==> src/rtl/interrupt_pkg.sv <==
// interrupt_pkg: shared definitions for the interrupt controller slice.
//   - state_t    : controller FSM encoding (IDLE / REQ / SERVICE)
//   - vec_width  : width of the source-index vector, max(1, clog2(n))
//   - TIMER_IRQ  : index of the timer source (also the reset vector)
package interrupt_pkg;

  typedef enum logic [1:0] {
    IDLE    = 2'd0,
    REQ     = 2'd1,
    SERVICE = 2'd2
  } state_t;

  localparam int TIMER_IRQ = 0;

  // A single source still needs a 1-bit vector port.
  function automatic int vec_width(input int n);
    int w;
    w = $clog2(n);
    return (w < 1) ? 1 : w;
  endfunction

endpackage

==> src/rtl/irq_prio_enc.sv <==
// irq_prio_enc: combinational fixed-priority encoder, lowest index wins.
// Ports:
//   req    in  NUM_SRC  request vector
//   valid  out 1        any request bit set
//   index  out VEC_W    index of the lowest set request bit (0 when none)
module irq_prio_enc
  import interrupt_pkg::*;
#(
  parameter int NUM_SRC = 8,
  localparam int VEC_W  = vec_width(NUM_SRC)
) (
  input  logic [NUM_SRC-1:0] req,
  output logic               valid,
  output logic [VEC_W-1:0]   index
);

  // Scan from the top down so the lowest set bit is the last assignment.
  always_comb begin
    valid = |req;
    index = '0;
    for (int i = NUM_SRC - 1; i >= 0; i--) begin
      if (req[i]) begin
        index = VEC_W'(i);
      end
    end
  end

endmodule

==> src/rtl/interrupt_ctrl.sv <==
// interrupt_ctrl: multi-source interrupt controller with per-source pending
// latches, a writable enable mask, lowest-index-wins arbitration, a one-cycle
// jump pulse carrying the winning vector, and an in-service hold until ret.
//
// Ports:
//   clk         in  1        system clock, rising edge
//   rst         in  1        synchronous active-low reset
//   irq_in      in  NUM_SRC  raw source requests (bit 0 = timer)
//   mask_we     in  1        mask write enable
//   mask_wdata  in  NUM_SRC  new mask value (1 = enabled)
//   clear_we    in  1        pending clear strobe
//   clear_mask  in  NUM_SRC  pending bits to clear
//   ret         in  1        return-from-interrupt pulse
//   status      out NUM_SRC  pending register (unmasked)
//   mask        out NUM_SRC  mask register
//   jump        out 1        one-cycle branch-to-ISR pulse
//   vector      out VEC_W    index of the source being serviced
//   in_service  out 1        high from the jump cycle until ret is accepted
//
// Build option: define INTERRUPT_CTRL_EDGE_DETECT_EN to latch pending only on
// rising edges of irq_in; otherwise a high level re-sets pending every cycle.
module interrupt_ctrl
  import interrupt_pkg::*;
#(
  parameter int                   NUM_SRC  = 8,
  parameter logic [NUM_SRC-1:0]   MASK_RST = '1,
  localparam int                  VEC_W    = vec_width(NUM_SRC)
) (
  input  logic               clk,
  input  logic               rst,
  input  logic [NUM_SRC-1:0] irq_in,
  input  logic               mask_we,
  input  logic [NUM_SRC-1:0] mask_wdata,
  input  logic               clear_we,
  input  logic [NUM_SRC-1:0] clear_mask,
  input  logic               ret,
  output logic [NUM_SRC-1:0] status,
  output logic [NUM_SRC-1:0] mask,
  output logic               jump,
  output logic [VEC_W-1:0]   vector,
  output logic               in_service
);

  state_t             state_reg, state_next;
  logic [NUM_SRC-1:0] pending_reg, pending_next;
  logic [NUM_SRC-1:0] mask_reg;
  logic [VEC_W-1:0]   vector_reg, vector_next;
  logic [NUM_SRC-1:0] irq_event;
  logic [NUM_SRC-1:0] req;
  logic               req_valid;
  logic [VEC_W-1:0]   winner;
  logic               auto_clr;

  // ---------------------------------------------------------------- events
`ifdef INTERRUPT_CTRL_EDGE_DETECT_EN
  logic [NUM_SRC-1:0] irq_d_reg;

  always_ff @(posedge clk) begin
    if (!rst) begin
      irq_d_reg <= '0;
    end else begin
      irq_d_reg <= irq_in;
    end
  end

  assign irq_event = irq_in & ~irq_d_reg;
`else
  assign irq_event = irq_in;
`endif

  // ------------------------------------------------------------ arbitration
  // Masking only gates arbitration; pending still records masked sources.
  assign req = pending_reg & mask_reg;

  irq_prio_enc #(
    .NUM_SRC (NUM_SRC)
  ) u_prio_enc (
    .req   (req),
    .valid (req_valid),
    .index (winner)
  );

  // --------------------------------------------------------------- pending
  // The serviced bit is auto-cleared on the REQ edge, but an explicit clear
  // or a fresh event on that same edge takes precedence.
  assign auto_clr = (state_reg == REQ);

  genvar gi;
  generate
    for (gi = 0; gi < NUM_SRC; gi++) begin : g_pend
      assign pending_next[gi] =
          (clear_we && clear_mask[gi])                    ? 1'b0 :
          irq_event[gi]                                   ? 1'b1 :
          (auto_clr && (vector_reg == VEC_W'(gi)))        ? 1'b0 :
                                                            pending_reg[gi];
    end
  endgenerate

  always_ff @(posedge clk) begin
    if (!rst) begin
      pending_reg <= '0;
      mask_reg    <= MASK_RST;
    end else begin
      pending_reg <= pending_next;
      if (mask_we) begin
        mask_reg <= mask_wdata;
      end
    end
  end

  // ------------------------------------------------------------------- FSM
  always_ff @(posedge clk) begin
    if (!rst) begin
      state_reg  <= IDLE;
      vector_reg <= VEC_W'(TIMER_IRQ);
    end else begin
      state_reg  <= state_next;
      vector_reg <= vector_next;
    end
  end

  // The vector is captured only when leaving IDLE, so later mask writes or
  // pending clears cannot disturb a service already under way.
  always_comb begin
    state_next  = state_reg;
    vector_next = vector_reg;
    case (state_reg)
      IDLE: begin
        if (req_valid) begin
          state_next  = REQ;
          vector_next = winner;
        end
      end
      REQ: begin
        state_next = SERVICE;
      end
      SERVICE: begin
        if (ret) begin
          state_next = IDLE;
        end
      end
      default: begin
        state_next = IDLE;
      end
    endcase
  end

  // Outputs decode only registered state, so no input reaches them
  // combinationally.
  always_comb begin
    jump       = 1'b0;
    in_service = 1'b0;
    case (state_reg)
      REQ: begin
        jump       = 1'b1;
        in_service = 1'b1;
      end
      SERVICE: begin
        in_service = 1'b1;
      end
      default: begin
        jump       = 1'b0;
        in_service = 1'b0;
      end
    endcase
  end

  assign status = pending_reg;
  assign mask   = mask_reg;
  assign vector = vector_reg;

endmodule

==> config.mk <==
export PLATFORM = sky130hd
export DESIGN_NAME = interrupt_ctrl
export DESIGN_NICKNAME = d
export VERILOG_FILES = /design/src/rtl/interrupt_pkg.sv /design/src/rtl/irq_prio_enc.sv /design/src/rtl/interrupt_ctrl.sv
export SDC_FILE = /design/constraint.sdc
export NUM_CORES = 1
export LEC_CHECK = 0
export BUFFER_PORTS_ARGS = -buffer_cell sky130_fd_sc_hd__buf_2
export CORE_MARGIN = 1.5
export CORE_UTILIZATION = 45
export CTS_CLUSTER_SIZE = 25
export DETAILED_ROUTE_END_ITERATION = 12
export GPL_TIMING_DRIVEN = 0
export PLACE_DENSITY = 0.78
export SKIP_LAST_GASP = 1
export SLEW_MARGIN = 0
export SYNTH_ARGS = -nofsm -noshare
export SYNTH_HDL_FRONTEND = slang
export SYNTH_HIERARCHICAL = 1
export SYNTH_SLANG_ARGS = --single-unit
==> constraint.sdc <==
create_clock -name clk -period 2.18 [get_ports clk]
set_clock_uncertainty 0.2 [all_clocks]
set_input_delay 0.654 -clock clk [delete_from_list [all_inputs] [get_ports clk]]
set_output_delay 0.654 -clock clk [all_outputs]
set_load 0.05 [all_outputs]
**Word-level counts from Yosys, hierarchy flattened**

Cells that the tools add are included.

- Register bits after elaboration: 21
- Bits of input ports: 29
- Output and inout port bits: 21
- Logic and storage cells: 91

- Eq/ne operators: 11
- Mux-type cells: 29
- Bitwise operators: 2
- Reduce and logical (&&, ||, !) cells: 38

Operators with widths:

| operator | number |
|---|---|
| 2-to-1 mux 3 bit | 8 |
| 2-to-1 mux 1 bit | 18 |
| OR reduction 2 bit | 9 |
| logical AND 1 bit | 16 |
| nonzero test 2 bit | 8 |
| equality test 3 bit, second input constant | 4 |
| bitwise AND 8 bit | 1 |
| OR reduction 8 bit | 1 |
| equality test 3 x 2 -> 1 bit, second input constant | 2 |
| case mux 2 bit (3 select lines) | 1 |
| 2-to-1 mux 2 bit | 2 |
| != test 2 bit, second input constant | 2 |
| AND reduction 2 bit | 2 |
| equality test 3 x 1 -> 1 bit, second input constant | 1 |
| logical NOT 3 bit | 1 |
| equality test 2 x 1 -> 1 bit, second input constant | 1 |
| equality test 2 bit, second input constant | 1 |
| logical NOT 2 bit | 1 |
| NOT 1 bit | 1 |

**Depth between registers and ports, before layout**

Gate-level depths: netlist (run 1).

- Word-level depth: 9
- Gate-level depth with buffers: 6
- Depth with buffers taken out: 6

**Modules after synthesis**

The synthesis (run 1) kept the hierarchy.

By module, submodules not included:

| module | instances | cells each | area each (um2) | sequential area each (um2) |
|---|---|---|---|---|
| interrupt_ctrl | 1 | 112 | 958.4 | 420.4 |
| irq_prio_enc | 1 | 13 | 81.3 | 0.0 |

**Worst setup path after synthesis (run 1)**

No wires, ideal clock.

- Path type: register to register
- Start point: reg state_reg[1]
- End point: reg pending_reg[0], in the netlist status[0]
- Library setup time: 114 ps
- Arrival: 1607 ps
- Data required time: 1866 ps
- Slack: 259 ps
- Stages on the path, launching flop included: 6
- Path buffers: 0
- Clock period less this slack: 1921 ps
- Cell sequence: dfxtp_1 > inv_1 > ha_1 > or4b_1 > a21oi_1 > nor2_1

- Longest elaborated chain between the ends: 3

Ends and longest elaborated chain:

| element | RTL line | text |
|---|---|---|
| start, declared | interrupt_ctrl.sv:44 | `state_t state_reg, state_next;` |
| start signal, assigned | interrupt_ctrl.sv:117 | `state_reg <= state_next;` |
| equality test 2 x 1 -> 1 bit | interrupt_ctrl.sv:86 | `assign auto_clr = (state_reg == REQ);` |
| logical AND 1 bit | interrupt_ctrl.sv:94 | `(auto_clr && (vector_reg == VEC_W'(gi))) ? 1'b0 :` |
| nonzero test 2 bit (no source line) | -- |  |
| end signal, assigned | interrupt_ctrl.sv:104 | `pending_reg <= pending_next;` |
| end, declared | interrupt_ctrl.sv:45 | `logic [NUM_SRC-1:0] pending_reg, pending_next;` |

No other way between the ends.
A chain may end at the register's enable or synchronous reset.

**Final worst setup path (run 1)**

- Start point: reg state_reg[1]
- End point: out jump

- Longest elaborated chain between the ends: 2

Ends and longest elaborated chain:

| element | RTL line | text |
|---|---|---|
| equality test 2 x 1 -> 1 bit | interrupt_ctrl.sv:153 | `case (state_reg)` |
| 2-to-1 mux 1 bit | interrupt_ctrl.sv:153 |  |
| end, declared | interrupt_ctrl.sv:39 | `output logic jump,` |

No other way between the ends.

==> impl_metrics.yaml, run 1 <==
routing:
  num_vias: 1034
  drt_pass1_iterations: 4
  wire_per_inst_um: 12.9
  drcViolationCount: 0
  drtIter0Drc: 13
  routed_via_density: 5.07
  antenna_left: 0
  routed_wl_mm: 2.64
power:
  p_switching_uw: 480
  clkPwrFrac_pct: 16.7
  vdd_drop_max_v: 0.000499
  p_per_area_nw_per_um2: 835
  sw_frac_of_total_pct: 42.7
  seqPwrFrac_pct: 42.1
  p_comb_share_pct: 41.2
  p_int_uw: 644
  p_leak_uw: 0.000659
sta:
  finalHoldViolations: 0
  finalMaxSlewViolations: 0
  rsz0062_at_grt: "true"
  maxSlewHeadroom_pct: 69.1
  worstMarginPinSlew_ns: 0.463
  period_share_pct: 97.8
  period_minus_slack_ns: 2.13
  setup_viol: 0
  max_freq_mhz: 469
  setup_slack_ns: 0.0471
yosys:
  synth-simple-area-share_pct: 31.0
  syn-cell-area_um2: 1040
  synthMuxAreaShare_pct: 9.63
  ys_types: 26
  ys_ff_latch: 21
  ys_warn_count: 6
  syn-num-nets: 158
  synthXorXnorAreaFrac_pct: 0
  synth_seq_area_share_pct: 40.4
  synthAdderAreaFrac_pct: 4.81
  synth_compound_area_share_pct: 10.7
  synth_top_family_by_area: "simple AND/OR/NAND/NOR gates"
  synth_cells: 125
  avgSynthCellArea_um2: 8.32
run:
  drv_cap: 0
setup_path:
  worstPathCellList: "inv_1 -> ha_2 -> buf_4"
  crit_buf_inv: 2
  crit_arrival_ns: 1.28
  reg2reg_from: "status[4]"
  setup.worst_path.start_class: "flop"
  worstSetupPathType: "reg2out"
  worstSetupStartpoint: "state_reg[1]"
  crit_family: "buffers and inverters"
  crit_required_ns: 1.33
  slowest_delay_ns: 0.34
  crit_fanout: 8
  critPathSlowestCell: "dfxtp_1"
  critPathCaptureType: "output port"
grt:
  overflow: 0
  grt_pass1_vias: 966
  grt_use_total_pct: 22.2
  grt_max_degree: 13
  antenna_found_initial: 0
  grt_first_pass_wirelength_mm: 4.29
placement:
  post-dp-hpwl_mm: 2.00
  dpl_worst_slack_ns: 0.230
  gp_congestion: 0.827
  io_buffers: 47
clock_tree:
  cts-root-buf: "clkbuf_4"
  clock_path_buffers: 2
  path_clk_slew_ns: 0.11
  htree_levels: 1
  clk_latency_ns: 0.31
  cts-resized-gates: 3
  cts_tree: "done"
  post_cts_buffers: 0
  clkSinkCount: 21
  cts_buffers: 3
  postCtsHoldBufs: 0
die:
  die_w_um: 51.1
  initial_utilization_pct: 47.5
  core_um2: 2190
  row_count: 17
  die_area_um2: 2610
  boundaryPins: 50
  die_y_um: 51.1
outcome:
  status: "complete, no violations"
cells_and_area:
  diodes: 0
  finalCoreUtilization_pct: 61.5
  layout_commonest_cell: "buf_2"
  nFillCells: 200
  finalNetCount: 210
  final_cell_mix: "46 x buf_2, 30 x nand2_1, 20 x dfxtp_1, 11 x nor2_1, 10 x mux2i_1"
  syn2layout_area_growth_pct: 29.5
  drive_gt1_share_pct: 31.3
min_path:
  hp-start: "state_reg[1]"
  min_path_type: "reg2reg"
[cell type report]
| type | count | area (um^2) | share of cell area, % |
|---|---|---|---|
| tap | 28 | 35.0 | 2.60 |
| clock inverter | 1 | 5.00 | 0.372 |
| timing repair buffer | 47 | 240 | 17.8 |
| buffer | 4 | 16.3 | 1.21 |
| clock buffer | 3 | 22.5 | 1.67 |
| inverter | 5 | 18.8 | 1.39 |
| multi-input combinational | 95 | 587 | 43.6 |
| sequential | 21 | 422 | 31.3 |
[power groups by stage]
stage	combinational [uW]	sequential, uW	clock (uW)
2_1_floorplan	240	568	0
3_3_place_gp	427	475	0
3_5_place_dp	445	479	0
4_1_cts	461	471	197
5_1_grt	494	480	218
6_report	463	473	188
[metrics by stage]
| stage | TNS (ns) | cells | power (uW) | area [um^2] | hold slack, ns |
|---|---|---|---|---|---|
| after floorplan | 0 | 125 | 809 | 1040 | 0.251 |
| after detailed placement | 0 | 200 | 924 | 1310 | 0.280 |
| after CTS | 0 | 204 | 1130 | 1350 | 0.298 |
| after global placement | 0 | 200 | 902 | 1310 | 0.262 |
| final | 0 | 204 | 1120 | 1350 | 0.292 |
| after global routing | -0.0174 | 204 | 1190 | 1350 | 0.322 |
[worst register-to-register path, stage by stage, from the launching register on]
cell      delay (ns)
dfxtp_1         0.35
and2_1          0.19
nor4_2          0.30
nand3_1         0.21
nand2_1         0.16
nand2_1         0.06
a21boi_0        0.20
[kinds of logic (layout without fill, tap and decap cells)]
family | count (synthesis) | count (layout)
buffers and inverters | 9 | 60
adder cells (fa/ha/maj) | 4 | 4
AND/OR/NAND/NOR | 64 | 64
multiplexers | 10 | 10
flip-flops | 21 | 21
AO/OA/AOI/OAI | 17 | 17
[routing by layer]
layer / track usage [%] / share of wire (%)
met1: 26.8 / 39
met2: 39.6 / 52
met3: 2.63 / 7.6
met4: 9.46 / 0.64
met5: 0 / 0
[final timing paths]
path | cells after the start | slack [ns] | end
worst max-delay path | 3 | 0.05 | jump
worst min register to register | 2 | 0.29 | state_reg[1]
worst min-delay path | 2 | 0.29 | state_reg[1]
worst max register to register | 6 | 0.43 | vector[1]
[cell usage after synthesis]
master / instances / share of area (%)
a21boi_0: 4 / 2.9
a21oi_1: 6 / 2.9
a22oi_1: 1 / 0.72
and2_1: 8 / 4.8
and3b_1: 1 / 0.84
buf_2: 1 / 0.48
clkbuf_1: 3 / 1.1
dfxtp_1: 21 / 40
ha_1: 4 / 4.8
inv_1: 5 / 1.8
mux2i_1: 10 / 9.6
nand2_1: 30 / 11
nand3_1: 4 / 1.9
nand4_1: 1 / 0.60
nand4b_1: 1 / 0.84
nand4bb_1: 2 / 2.2
nor2_1: 11 / 4.0
nor2b_1: 1 / 0.60
nor4_1: 1 / 0.60
nor4_2: 1 / 1.2
nor4b_1: 2 / 1.7
o211ai_1: 3 / 2.2
o21ai_0: 1 / 0.48
o21bai_1: 1 / 0.72
o41ai_1: 1 / 0.84
or4b_1: 1 / 0.96
Note: power is estimated with default switching activity, not from simulation.
==> run 2: changes to the inputs <==
CORE_UTILIZATION = 47   (was 45)
CTS_BUF_LIST = sky130_fd_sc_hd__clkbuf_2 sky130_fd_sc_hd__clkbuf_4 sky130_fd_sc_hd__clkbuf_8   (was not set)
PLACE_DENSITY = 0.81   (was 0.78)
==> run 2 against run 1 <==
Routed wire length down 0.80%; combinational power down 2%; sequential cell count unchanged; largest power group unchanged; final area is essentially flat; register-to-register slack about the same; global-route usage decreased by 0.056 points; setup slack better by 0.040 ns.
==> impl_metrics.yaml, run 2 (synthesized netlist as in run 1, its figures left out) <==
die:
  die_y_um: 50.0
  die_w_um: 50.0
  core_um2: 2020
  die_area_um2: 2500
  initial_utilization_pct: 51.4
  row_count: 16
  boundaryPins: 50
setup_path:
  crit_required_ns: 1.33
  worstSetupPathType: "reg2out"
  slowest_delay_ns: 0.34
  crit_arrival_ns: 1.24
  crit_family: "flip-flops"
  worstPathCellList: "inv_1 -> ha_2 -> buf_4"
  crit_buf_inv: 2
  critPathCaptureType: "output port"
  crit_fanout: 8
  setup.worst_path.start_class: "flop"
  critPathSlowestCell: "dfxtp_1"
cells_and_area:
  diodes: 0
  multi_input_area_um2: 587
  nFillCells: 178
  final_cells: 203
  drive_gt1_share_pct: 31.3
  final_cell_mix: "46 x buf_2, 30 x nand2_1, 20 x dfxtp_1, 11 x nor2_1, 10 x mux2i_1"
  finalNetCount: 210
  layout_commonest_cell: "buf_2"
  seqCellArea_um2: 422
  syn2layout_area_growth_pct: 29.6
grt:
  grt_max_degree: 12
  overflow: 0
  grt_pass1_vias: 973
  antenna_found_initial: 0
  grt_first_pass_wirelength_mm: 4.26
  grt_use_total_pct: 22.2
clock_tree:
  clock_path_buffers: 2
  cts_tree: "done"
  cts_buffers: 3
  cts-root-buf: "clkbuf_4"
  path_clk_slew_ns: 0.11
  clkSinkCount: 21
  htree_levels: 1
  clk_latency_ns: 0.30
placement:
  gp_congestion: 0.736
  dp.cells: 199
  post-dp-hpwl_mm: 1.98
  io_buffers: 47
  dpl_worst_slack_ns: 0.281
outcome:
  status: "complete, no violations"
sta:
  max_freq_mhz: 478
  finalHoldViolations: 0
  period_share_pct: 96.0
  worstMarginPinSlew_ns: 0.451
  setup_tns_ns: 0
  maxSlewHeadroom_pct: 69.9
  rsz0062_at_grt: "false"
  finalMaxSlewViolations: 0
  period_minus_slack_ns: 2.09
  setup_slack_ns: 0.0870
  setup_viol: 0
routing:
  routed_wl_mm: 2.62
  drt_pass1_iterations: 4
  num_vias: 1070
  drtIter0Drc: 23
  antenna_left: 0
  wire_per_inst_um: 12.9
  drcViolationCount: 0
  routed_via_density: 5.27
run:
  drv_cap: 0
power:
  vdd_drop_max_v: 0.000432
  p_per_area_nw_per_um2: 834
  total_power_uw: 1120
  p_leak_uw: 0.000660
min_path:
  min_path_type: "reg2reg"
[run 2: path summary, 6_finish.rpt]
path                       end    startpoint  cells after the start  slack [ns]
setup reg to reg     vector[1]     status[4]                      6        0.42
hold reg to reg   state_reg[0]  state_reg[0]                      2        0.29
hold / removal    state_reg[0]  state_reg[0]                      2        0.29
setup / recovery          jump  state_reg[1]                      3        0.09
[run 2: worst min-delay path, cell delays in order, from the launching register on]
cell     delay [ns]
dfxtp_2        0.35
nand2_1        0.05
mux2i_1        0.05
[run 2: power breakdown]
group / total [uW] / switching, uW / internal, uW
logic: 453 / 306 / 146
registers: 473 / 47.6 / 426
clock network: 197 / 113 / 83.7
[run 2: cell type report]
class                      instances  area share (%)
timing repair buffer              47            17.8
sequential                        21            31.3
inverter                           5            1.39
tap                               27            2.51
multi-input combinational         95            43.5
clock buffer                       4            2.23
buffer                             4            1.21
[run 2: repair_timing]
item | in CTS | in global routing
resized for setup | 2 | 2
endpoints found under the setup margin | 1 | 1
hold buffers | 0 | 0
endpoints found under the hold margin | 0 | 0
setup buffers | 0 | 0
[run 2: metrics by stage]
step	util [%]	hold slack [ns]	area (um^2)
floorplan	-	0.251	1040
finish	66.6	0.288	1350
detailed placement	64.7	0.280	1310
CTS	66.5	0.301	1340
global placement	64.7	0.262	1310
global route	66.6	0.315	1350
[run 2: routing by layer]
| layer | global-route usage, % | up-vias | share of wire (%) |
|---|---|---|---|
| met4 | 8.33 | 0 | 0.69 |
| met3 | 3.94 | 4 | 7.3 |
| met1 | 26.6 | 481 | 44 |
| met5 | 0 | - | 0 |
| li1 | - | 531 | - |
| met2 | 38.8 | 54 | 48 |
